**config.mk**
```make
export PLATFORM = sky130hd
export DESIGN_NAME = emulib_dma_write_engine
export DESIGN_NICKNAME = d
export VERILOG_FILES = /design/src/rtl/emulib_dma_pkg.sv /design/src/rtl/emulib_dma_burst_calc.sv /design/src/rtl/emulib_dma_write_engine.sv
export SDC_FILE = /design/constraint.sdc
export NUM_CORES = 1
export LEC_CHECK = 0
export ABC_AREA = 1
export CELL_PAD_IN_SITES_DETAIL_PLACEMENT = 1
export CELL_PAD_IN_SITES_GLOBAL_PLACEMENT = 1
export CORE_MARGIN = 2
export CORE_UTILIZATION = 30
export CTS_BUF_LIST = sky130_fd_sc_hd__clkbuf_4 sky130_fd_sc_hd__clkbuf_8
export DETAILED_ROUTE_END_ITERATION = 6
export HOLD_SLACK_MARGIN = 0.02
export PLACE_DENSITY_LB_ADDON = 0.1
export SLEW_MARGIN = 30
export SYNTH_ARGS = -nofsm -noshare
export SYNTH_HDL_FRONTEND = slang
export SYNTH_SLANG_ARGS = --single-unit
export TNS_END_PERCENT = 10
```
**constraint.sdc**
```tcl
create_clock -name host_clk -period 4.91 [get_ports host_clk]
set_input_delay 0.982 -clock host_clk [delete_from_list [all_inputs] [get_ports host_clk]]
set_output_delay 0.982 -clock host_clk [all_outputs]
set_load 0.03 [all_outputs]
```
**src/rtl/emulib_dma_pkg.sv**
```systemverilog
// Shared constants for the checkpoint DMA engines: AXI encodings, the 4 KiB page, FSM encoding
// and beat-size helpers.
package emulib_dma_pkg;

    localparam logic [1:0] AXI_BURST_INCR = 2'b01;
    localparam logic [1:0] AXI_RESP_OKAY  = 2'b00;
    localparam int         PAGE_BYTES     = 4096;

    localparam logic [2:0] ST_IDLE = 3'd0;
    localparam logic [2:0] ST_CMD  = 3'd1;
    localparam logic [2:0] ST_AW   = 3'd2;
    localparam logic [2:0] ST_W    = 3'd3;
    localparam logic [2:0] ST_B    = 3'd4;

    function automatic int beat_bytes(input int data_width);
        return data_width / 8;
    endfunction

    function automatic int beat_size(input int data_width);
        return $clog2(data_width / 8);
    endfunction

endpackage

```
**src/rtl/emulib_dma_burst_calc.sv**
```systemverilog
// Burst sizing: beats = min(remaining, MAX_BURST_LEN, beats left in the 4 KiB page), returned as awlen.
module emulib_dma_burst_calc
    import emulib_dma_pkg::*;
#(
    parameter int DATA_WIDTH    = 64,
    parameter int COUNT_WIDTH   = 16,
    parameter int MAX_BURST_LEN = 16
) (
    input  logic [11:0]            page_offset,
    input  logic [COUNT_WIDTH-1:0] remaining,
    output logic [7:0]             awlen
);

    localparam int SIZE = beat_size(DATA_WIDTH);

    logic [12:0] page_room;
    logic [12:0] page_beats;
    logic [8:0]  cap;
    logic [8:0]  beats;

    always_comb begin
        page_room  = 13'(PAGE_BYTES) - {1'b0, page_offset};
        page_beats = page_room >> SIZE;
        cap        = (page_beats > 13'(MAX_BURST_LEN)) ? 9'(MAX_BURST_LEN) : page_beats[8:0];
        beats      = (remaining < COUNT_WIDTH'(cap)) ? remaining[8:0] : cap;
        // remaining==0 never reaches AW, so the wrap of beats-1 there is harmless
        awlen      = 8'(beats - 9'd1);
    end

endmodule

```
**src/rtl/emulib_dma_write_engine.sv**
```systemverilog
// Checkpoint DMA write half: address/count/data streams in, AXI4 INCR write bursts out, one in flight.
// Define EMULIB_DMA_WR_BRESP_CHECK_EN to latch non-OKAY write responses into w_err.
module emulib_dma_write_engine
    import emulib_dma_pkg::*;
#(
    parameter int ADDR_WIDTH    = 32,
    parameter int DATA_WIDTH    = 64,
    parameter int COUNT_WIDTH   = 16,
    parameter int MAX_BURST_LEN = 16
) (
    input  logic                      host_clk,
    input  logic                      host_rst,

    input  logic                      s_write_addr_valid,
    output logic                      s_write_addr_ready,
    input  logic [ADDR_WIDTH-1:0]     s_write_addr,
    input  logic                      s_write_count_valid,
    output logic                      s_write_count_ready,
    input  logic [COUNT_WIDTH-1:0]    s_write_count,
    input  logic                      s_write_data_valid,
    output logic                      s_write_data_ready,
    input  logic [DATA_WIDTH-1:0]     s_write_data,

    output logic                      dma_axi_awvalid,
    input  logic                      dma_axi_awready,
    output logic [ADDR_WIDTH-1:0]     dma_axi_awaddr,
    output logic [7:0]                dma_axi_awlen,
    output logic [2:0]                dma_axi_awsize,
    output logic [1:0]                dma_axi_awburst,
    output logic                      dma_axi_awlock,
    output logic [3:0]                dma_axi_awcache,
    output logic [2:0]                dma_axi_awprot,
    output logic [3:0]                dma_axi_awqos,
    output logic [3:0]                dma_axi_awregion,

    output logic                      dma_axi_wvalid,
    input  logic                      dma_axi_wready,
    output logic [DATA_WIDTH-1:0]     dma_axi_wdata,
    output logic [DATA_WIDTH/8-1:0]   dma_axi_wstrb,
    output logic                      dma_axi_wlast,

    input  logic                      dma_axi_bvalid,
    output logic                      dma_axi_bready,
    input  logic [1:0]                dma_axi_bresp,

    output logic                      w_idle,
    output logic                      w_err
);

    localparam int                    SIZE     = beat_size(DATA_WIDTH);
    localparam logic [ADDR_WIDTH-1:0] LSB_MASK = ADDR_WIDTH'((1 << SIZE) - 1);

    logic [2:0]             state;
    logic                   addr_held;
    logic                   count_held;
    logic [ADDR_WIDTH-1:0]  addr_reg;
    logic [COUNT_WIDTH-1:0] remaining;
    logic [7:0]             awlen_reg;
    logic [7:0]             beat_cnt;

    logic [8:0]             burst_beats;
    logic [ADDR_WIDTH-1:0]  next_addr;
    logic [COUNT_WIDTH-1:0] next_remaining;
    logic [11:0]            calc_offset;
    logic [COUNT_WIDTH-1:0] calc_remaining;
    logic [7:0]             calc_awlen;
    logic                   addr_fire;
    logic                   count_fire;
    logic                   w_fire;
    logic                   b_fire;

    assign burst_beats    = {1'b0, awlen_reg} + 9'd1;
    assign next_addr      = addr_reg + (ADDR_WIDTH'(burst_beats) << SIZE);
    assign next_remaining = remaining - COUNT_WIDTH'(burst_beats);

    // In B the next burst is sized from the post-increment address so AW can follow directly
    assign calc_offset    = (state == ST_B) ? next_addr[11:0] : addr_reg[11:0];
    assign calc_remaining = (state == ST_B) ? next_remaining : remaining;

    emulib_dma_burst_calc #(
        .DATA_WIDTH    (DATA_WIDTH),
        .COUNT_WIDTH   (COUNT_WIDTH),
        .MAX_BURST_LEN (MAX_BURST_LEN)
    ) u_burst_calc (
        .page_offset (calc_offset),
        .remaining   (calc_remaining),
        .awlen       (calc_awlen)
    );

    assign s_write_addr_ready  = !host_rst && (state == ST_IDLE) && !addr_held;
    assign s_write_count_ready = !host_rst && (state == ST_IDLE) && !count_held;
    assign addr_fire           = s_write_addr_valid && s_write_addr_ready;
    assign count_fire          = s_write_count_valid && s_write_count_ready;

    assign dma_axi_awvalid  = (state == ST_AW);
    assign dma_axi_awaddr   = addr_reg;
    assign dma_axi_awlen    = awlen_reg;
    assign dma_axi_awsize   = 3'(SIZE);
    assign dma_axi_awburst  = AXI_BURST_INCR;
    assign dma_axi_awlock   = 1'b0;
    assign dma_axi_awcache  = 4'd0;
    assign dma_axi_awprot   = 3'd0;
    assign dma_axi_awqos    = 4'd0;
    assign dma_axi_awregion = 4'd0;

    // W is a straight pass-through of the data stream while a burst is open
    assign dma_axi_wvalid     = (state == ST_W) && s_write_data_valid;
    assign s_write_data_ready = (state == ST_W) && dma_axi_wready;
    assign dma_axi_wdata      = s_write_data;
    assign dma_axi_wstrb      = '1;
    assign dma_axi_wlast      = (state == ST_W) && (beat_cnt == awlen_reg);
    assign w_fire             = dma_axi_wvalid && dma_axi_wready;

    assign dma_axi_bready = (state == ST_B);
    assign b_fire         = dma_axi_bvalid && dma_axi_bready;

    assign w_idle = (state == ST_IDLE) && !addr_held && !count_held;

    // NOTE: reset is synchronous here, so it lives inside the clocked block; all state uses <=.
    always_ff @(posedge host_clk) begin
        if (host_rst) begin
            state      <= ST_IDLE;
            addr_held  <= 1'b0;
            count_held <= 1'b0;
            addr_reg   <= '0;
            remaining  <= '0;
            awlen_reg  <= '0;
            beat_cnt   <= '0;
        end else begin
            case (state)
                ST_IDLE: begin
                    if (addr_fire) begin
                        addr_held <= 1'b1;
                        addr_reg  <= s_write_addr & ~LSB_MASK;
                    end
                    if (count_fire) begin
                        count_held <= 1'b1;
                        remaining  <= s_write_count;
                    end
                    if (addr_held && count_held) state <= ST_CMD;
                end
                ST_CMD: begin
                    if (remaining == '0) begin
                        state      <= ST_IDLE;
                        addr_held  <= 1'b0;
                        count_held <= 1'b0;
                    end else begin
                        awlen_reg <= calc_awlen;
                        state     <= ST_AW;
                    end
                end
                ST_AW: begin
                    beat_cnt <= '0;
                    if (dma_axi_awready) state <= ST_W;
                end
                ST_W: begin
                    if (w_fire) begin
                        beat_cnt <= beat_cnt + 8'd1;
                        if (dma_axi_wlast) state <= ST_B;
                    end
                end
                ST_B: begin
                    if (b_fire) begin
                        addr_reg  <= next_addr;
                        remaining <= next_remaining;
                        if (next_remaining == '0) begin
                            state      <= ST_IDLE;
                            addr_held  <= 1'b0;
                            count_held <= 1'b0;
                        end else begin
                            awlen_reg <= calc_awlen;
                            state     <= ST_AW;
                        end
                    end
                end
                default: state <= ST_IDLE;
            endcase
        end
    end

`ifdef EMULIB_DMA_WR_BRESP_CHECK_EN
    always_ff @(posedge host_clk) begin
        if (host_rst) begin
            w_err <= 1'b0;
        end else if (b_fire && (dma_axi_bresp != AXI_RESP_OKAY)) begin
            w_err <= 1'b1;
        end
    end
`else
    logic [1:0] unused_bresp;
    assign unused_bresp = dma_axi_bresp;
    assign w_err        = 1'b0;
`endif

endmodule

```
# After elaboration in Yosys (flattened, before gate mapping)

Cells that the tools add are included.

Flip-flop bits (word level): 69
Input port bits: 122
Output and inout bits: 142
Logic and storage cells: 92

$add $sub $neg: 6
Magnitude comparators: 2
Eq/ne operators: 16
Multiplexer cells: 31
Reduce and logical (&&, ||, !) cells: 30

Operators by type and width:

| cell                                                                             | number |
|---|---|
| 32-bit 2-to-1 mux                                                                | 2 |
| 32-bit one-hot mux with 2 select lines                                           | 1 |
| 16-bit 2-to-1 mux                                                                | 3 |
| 8-bit 2-to-1 mux                                                                 | 5 |
| 32-bit by 12-bit adder with 32-bit output                                        | 1 |
| 16-bit zero test                                                                 | 2 |
| 16-bit one-hot mux with 2 select lines                                           | 1 |
| 8-bit one-hot mux with 2 select lines                                            | 2 |
| 16-bit by 9-bit less-than comparator with 1-bit output                           | 1 |
| 16-bit by 9-bit subtractor with 16-bit output                                    | 1 |
| 3-bit 2-to-1 mux                                                                 | 5 |
| 3-bit one-hot mux with 5 select lines                                            | 1 |
| 5-bit AND reduction                                                              | 3 |
| 2-bit inequality test, second input constant                                     | 7 |
| 1-bit logical AND                                                                | 13 |
| 13-bit by 12-bit subtractor with 13-bit output, first input constant             | 1 |
| 12-bit 2-to-1 mux                                                                | 1 |
| 10-bit by 5-bit greater-than comparator with 1-bit output, second input constant | 1 |
| 8-bit by 1-bit adder with 9-bit output, second input constant                    | 1 |
| 9-bit 2-to-1 mux                                                                 | 1 |
| 8-bit by 1-bit adder with 8-bit output, second input constant                    | 1 |
| 8-bit equality test                                                              | 1 |
| 2-bit by 1-bit inequality test with 1-bit output, second input constant          | 4 |
| 8-bit by 1-bit subtractor with 8-bit output, second input constant               | 1 |
| other kinds (13)                                                                 | 25 |

# Depth between registers and ports, before layout

Depth in word-level cells: 12
Depth in mapped cells: 38
Mapped depth without buffers: 38

# Cells and area by module

Synthesis repeated with hierarchy kept, for this count alone.

Cell total of the unflattened synthesis: 1,102
Area total of the unflattened synthesis: 6,718.9 um^2

By module, submodules not included:

| module                  | instances | cells each | area an instance (um^2) | sequential area each (um^2) |
|---|---|---|---|---|
| emulib_dma_write_engine | 1         | 974        | 6,003.3                 | 1,321.3 |
| emulib_dma_burst_calc   | 1         | 128        | 715.7                   | 0.0 |

# Worst setup path before layout

Ideal clock, no wire load.

Path kind: reg2reg
Start point: register awlen_reg[0] (netlist: dma_axi_awlen[0])
End point: register awlen_reg[6] (netlist: dma_axi_awlen[6])
Setup time: 0.122 ns
Arrival time: 4.249 ns
Required time: 4.788 ns
Slack: 0.539 ns
Cell stages (with the launch flop): 37
Path buffers: 0
Period minus slack after synthesis: 4.371 ns
Cells stage by stage: dfxtp_1 > inv_1 > nor3_1 > nand3_1 > nor2_1 > nand2_1 > xor2_1 > inv_1 > ha_1 > inv_1 > o21bai_1 > nor2_1 > nand2_1 > nand2_1 > nand3_1 > nand2_1 > nand3_1 > nor2_4 > nand2_1 > ha_1 > nand2_1 > inv_1 > nand2_1 > nand2_1 > nand2_1 > nand2_2 > nand2_4 > nand2_8 > o21ai_4 > inv_2 > ha_1 > nand2_4 > nor2_4 > nand2_1 > nand2_1 > inv_1 > a21oi_2

Cells in the longest elaborated chain, start to end: 12
Elaborated cells between the ends (all ways): 18
Classes of those cells: 5 x add/sub; 2 x order compare; 1 x eq/ne; 8 x mux; 2 x reduce/logical

RTL lines:

| item                                                      | RTL line                       | source |
|---|---|---|
| start: declaration                                        | emulib_dma_write_engine.sv:58  | `logic [7:0] awlen_reg;` |
| start signal: assignment                                  | emulib_dma_write_engine.sv:148 | `awlen_reg <= calc_awlen;` |
| start signal: assignment                                  | emulib_dma_write_engine.sv:171 | `awlen_reg <= calc_awlen;` |
| 8-bit by 1-bit adder with 9-bit output (*)                | emulib_dma_write_engine.sv:72  | `assign burst_beats = {1'b0, awlen_reg} + 9'd1;` |
| 32-bit by 12-bit adder with 32-bit output                 | emulib_dma_write_engine.sv:73  | `assign next_addr = addr_reg + (ADDR_WIDTH'(burst_beats) << SIZE);` |
| 12-bit 2-to-1 mux                                         | emulib_dma_write_engine.sv:77  | `assign calc_offset = (state == ST_B) ? next_addr[11:0] : addr_reg[11:0];` |
| 13-bit by 12-bit subtractor with 13-bit output            | emulib_dma_burst_calc.sv:22    | `page_room = 13'(PAGE_BYTES) - {1'b0, page_offset};` |
| 10-bit by 5-bit greater-than comparator with 1-bit output | emulib_dma_burst_calc.sv:24    | `cap = (page_beats > 13'(MAX_BURST_LEN)) ? 9'(MAX_BURST_LEN) : page_beats[8:0];` |
| 9-bit 2-to-1 mux                                          | emulib_dma_burst_calc.sv:24    |  |
| 16-bit by 9-bit less-than comparator with 1-bit output    | emulib_dma_burst_calc.sv:25    | `beats = (remaining < COUNT_WIDTH'(cap)) ? remaining[8:0] : cap;` |
| 8-bit 2-to-1 mux                                          | emulib_dma_burst_calc.sv:25    |  |
| 8-bit by 1-bit subtractor with 8-bit output               | emulib_dma_burst_calc.sv:27    | `awlen = 8'(beats - 9'd1);` |
| 8-bit 2-to-1 mux                                          | emulib_dma_write_engine.sv:166 | `if (next_remaining == '0) begin` |
| 8-bit 2-to-1 mux                                          | emulib_dma_write_engine.sv:163 | `if (b_fire) begin` |
| 8-bit one-hot mux with 2 select lines                     | emulib_dma_write_engine.sv:130 | `case (state)` |

Every way passes the cells marked *; elsewhere a longest branch is shown, timed or not. The select of a mux whose other input is x is not followed.
A chain may end at the register's enable or synchronous reset.

# Final worst setup path

Start point: register awlen_reg[0] (netlist: dma_axi_awlen[0])
End point: register awlen_reg[2] (netlist: dma_axi_awlen[2])

The elaborated chain is that of the path after synthesis.

==> run_results.csv <==
group,metric,value,unit
global_route,track_usage,17.8,%
critical_path,criticalPathCategory,"reg2reg",
place,gp_congestion,0.819,
status,status,"complete, no violations",
critical_path,r2r_cells,32,
sta,worstMarginPinSlew,0.877,ns
cells_and_area,final_common_cell,"nand2_1",
detailed_routing,wl,19800,µm
detailed_routing,wl_per_cell,15.2,µm
critical_path,crit_fanout,6,
cells_and_area,n_antenna_cell,0,
sta,setup_violations,0,
sta,fmax,219,MHz
place,port_buffers,97,
detailed_routing,vias,6067,
cells_and_area,fin_cells,1303,
min_path,hold_depth,2,
cells_and_area,final_util,36.0,%
global_route,grt_overflow,0,
clocking,clock_path_buffers,2,
die,die_y,149,µm
run,maxCapViolations,0,
logic_synthesis,synth.avg_cell_area,6.52,µm²
logic_synthesis,yosysSeqAreaShare,20.8,%
clocking,cts_made_buffers,9,
logic_synthesis,ys_warn_count,0,
logic_synthesis,synth_area_leader_cell,"dfxtp_1",
die,rows,53,
critical_path,crit_arrival,4.83,ns
cells_and_area,drive_gt1_share,12.2,%
logic_synthesis,synth.distinct_cells,52,
critical_path,critPathRequiredTime,5.17,ns
sta,fin_tns_setup,0,ns
power,power,1880,µW
power,ir_drop,0.127,mV
global_route,grt_pass1_vias,6035,
die,fp.dieW,149,µm
logic_synthesis,synth-seq-cells,66,
cells_and_area,finish.net_count,1178,
critical_path,slowest_delay,0.46,ns
detailed_routing,drt-initial-drc-count,170,
sta,max-slew-margin-rel,41.4,%
place,post-place-cells,1282,
sta,hold_viol_final,0,
clocking,cts_sinks,66,
global_route,antenna_found_initial,0,
power,power-per-cell-area,250,mW/mm²
sta,fin_skew,0.0105,ns
cells_and_area,layout_common_cells,"nand2_1, inv_1, clkdlybuf4s50_1",
clocking,clk_pin_slew,0.08,ns
critical_path,crit_path_frequent_cell,"inv_1",
logic_synthesis,yosys-top-cells-area,"dfxtp_1, buf_4, nand2_1",
cells_and_area,syn_to_final_growth,18.6,%
logic_synthesis,synth.top_cell.area_share,20.8,%
power,leakagePower,0.00336,µW
detailed_routing,route.detailed.drc,0,
die,start_util,30.4,%
place,dp_hpwl,15600,µm
detailed_routing,via_per_inst,4.66,
die,dieArea,0.0223,mm²
detailed_routing,first_pass_iters,4,
clocking,htreeDepth,3,
clocking,cts_tree,"done",
die,ios,264,
clocking,cts-root-buf,"clkbuf_8",
clocking,clk_latency,0.37,ns
die,coreArea,0.0209,mm²
sta,fin_crit_sh,93.0,%
cells_and_area,fillers,2689,
global_route,grt_start_max_net_pins,52,
logic_synthesis,synthCells,973,
sta,drv_slew,0,
detailed_routing,ant_nets,0,
logic_synthesis,syn_area,0.00634,mm²
global_route,grt_pass1_wl,31300,µm
min_path,hold_path.class,"reg2reg",
clocking,hold_buffers,0,
critical_path,end_kind,"flop",
sta,fin_crit,4.57,ns
critical_path,crit_path_start_kind,"flop",
critical_path,worst_path_max_delay_cell,"fa_1",
worst max-delay path: cells and delay by family (launching register included):
kind	cells	cell delay, ns
AO/OA/AOI/OAI	5	0.72
AND/OR/NAND/NOR	13	1.32
flip-flops	1	0.34
buffers and inverters	8	0.76
adder cells (fa/ha/maj)	5	1.20
XOR/XNOR	1	0.13
area by class of cell:
class / instances / area, µm² / area share, %
inverters: 121 / 454 / 6.04
repair buffers: 130 / 1220 / 16.2
multi-input cells: 695 / 3980 / 52.9
clock inverters: 7 / 78.8 / 1.05
flip-flops and latches: 66 / 1330 / 17.6
clock buffers: 9 / 124 / 1.65
well taps: 275 / 344 / 4.58
layer usage:
layer,global-route usage (%),part of all wire [%],vias to the layer above,wire length [µm]
met5,0,0,-,0
met4,5.33,1.4,0,284
met3,3.09,3.9,20,772
met2,29.5,46,95,9150
met1,23.5,48,2839,9590
li1,-,-,3113,-
logic make-up (layout without fill, tap and decap cells):
logic type	after synthesis	after routing	synth area share [%]
flip-flops	66	66	20.8
buffers and inverters	247	267	20.6
AO/OA/AOI/OAI	171	171	15.5
other	2	37	0.118
XOR/XNOR	43	43	5.94
adder cells (fa/ha/maj)	33	33	6.75
AND/OR/NAND/NOR	411	411	30.2
Yosys cell counts (all sizes together):
cell type / n
o21ai: 48
or3: 2
nor4: 5
inv: 121
o211a: 1
o21a: 3
dfxtp: 66
xnor2: 16
or4: 2
nand2: 206
o31ai: 2
nor2: 102
fa: 2
nand2b: 1
o21bai: 2
xor2: 27
a21boi: 1
a211oi: 8
nand4: 14
and3: 1
nand3b: 3
ha: 31
conb: 2
buf: 104
a21oi: 85
or2: 4
nor3: 12
clkbuf: 22
o221ai: 1
a221oi: 7
nor3b: 2
o211ai: 4
a31oi: 9
nand3: 57
through the flow:
step,hold WS [ns],setup WS [ns],instance area (µm²)
2_1_floorplan,0.471,0.539,6470
3_3_place_gp,0.505,0.0615,7150
3_5_place_dp,0.501,0.0202,7150
4_1_cts,0.517,0.00214,7360
5_1_grt,0.545,-0.0399,7520
6_report,0.511,0.344,7520
registers in the layout, indices dropped and copies added (netlist names):
signal          cells
dma_axi_awlen       8
remaining          16
beat_cnt            8
addr_held           1
dma_axi_awaddr     29
state               3
count_held          1
worst paths after layout:
| kind | startpoint | to | slack, ns |
|---|---|---|---|
| setup / recovery | dma_axi_awlen[0]$_SDFFE_PP0P_ | dma_axi_awlen[2]$_SDFFE_PP0P_ | 0.34 |
| hold / removal | addr_held$_SDFFE_PP0P_ | addr_held$_SDFFE_PP0P_ | 0.51 |
| setup reg to reg | dma_axi_awlen[0]$_SDFFE_PP0P_ | dma_axi_awlen[2]$_SDFFE_PP0P_ | 0.34 |
| hold reg to reg | addr_held$_SDFFE_PP0P_ | addr_held$_SDFFE_PP0P_ | 0.51 |
report_power, final:
group	switching, µW	internal [µW]	total [µW]
logic	469	303	772
clock network	259	238	497
registers	44.4	570	615
repair_timing:
action,in CTS,in global routing
setup endpoints to repair,2,8
buffers inserted,0,5
gates resized for setup,1,28
pin swaps,0,9
No activity file was read; power rests on OpenSTA's default activity.
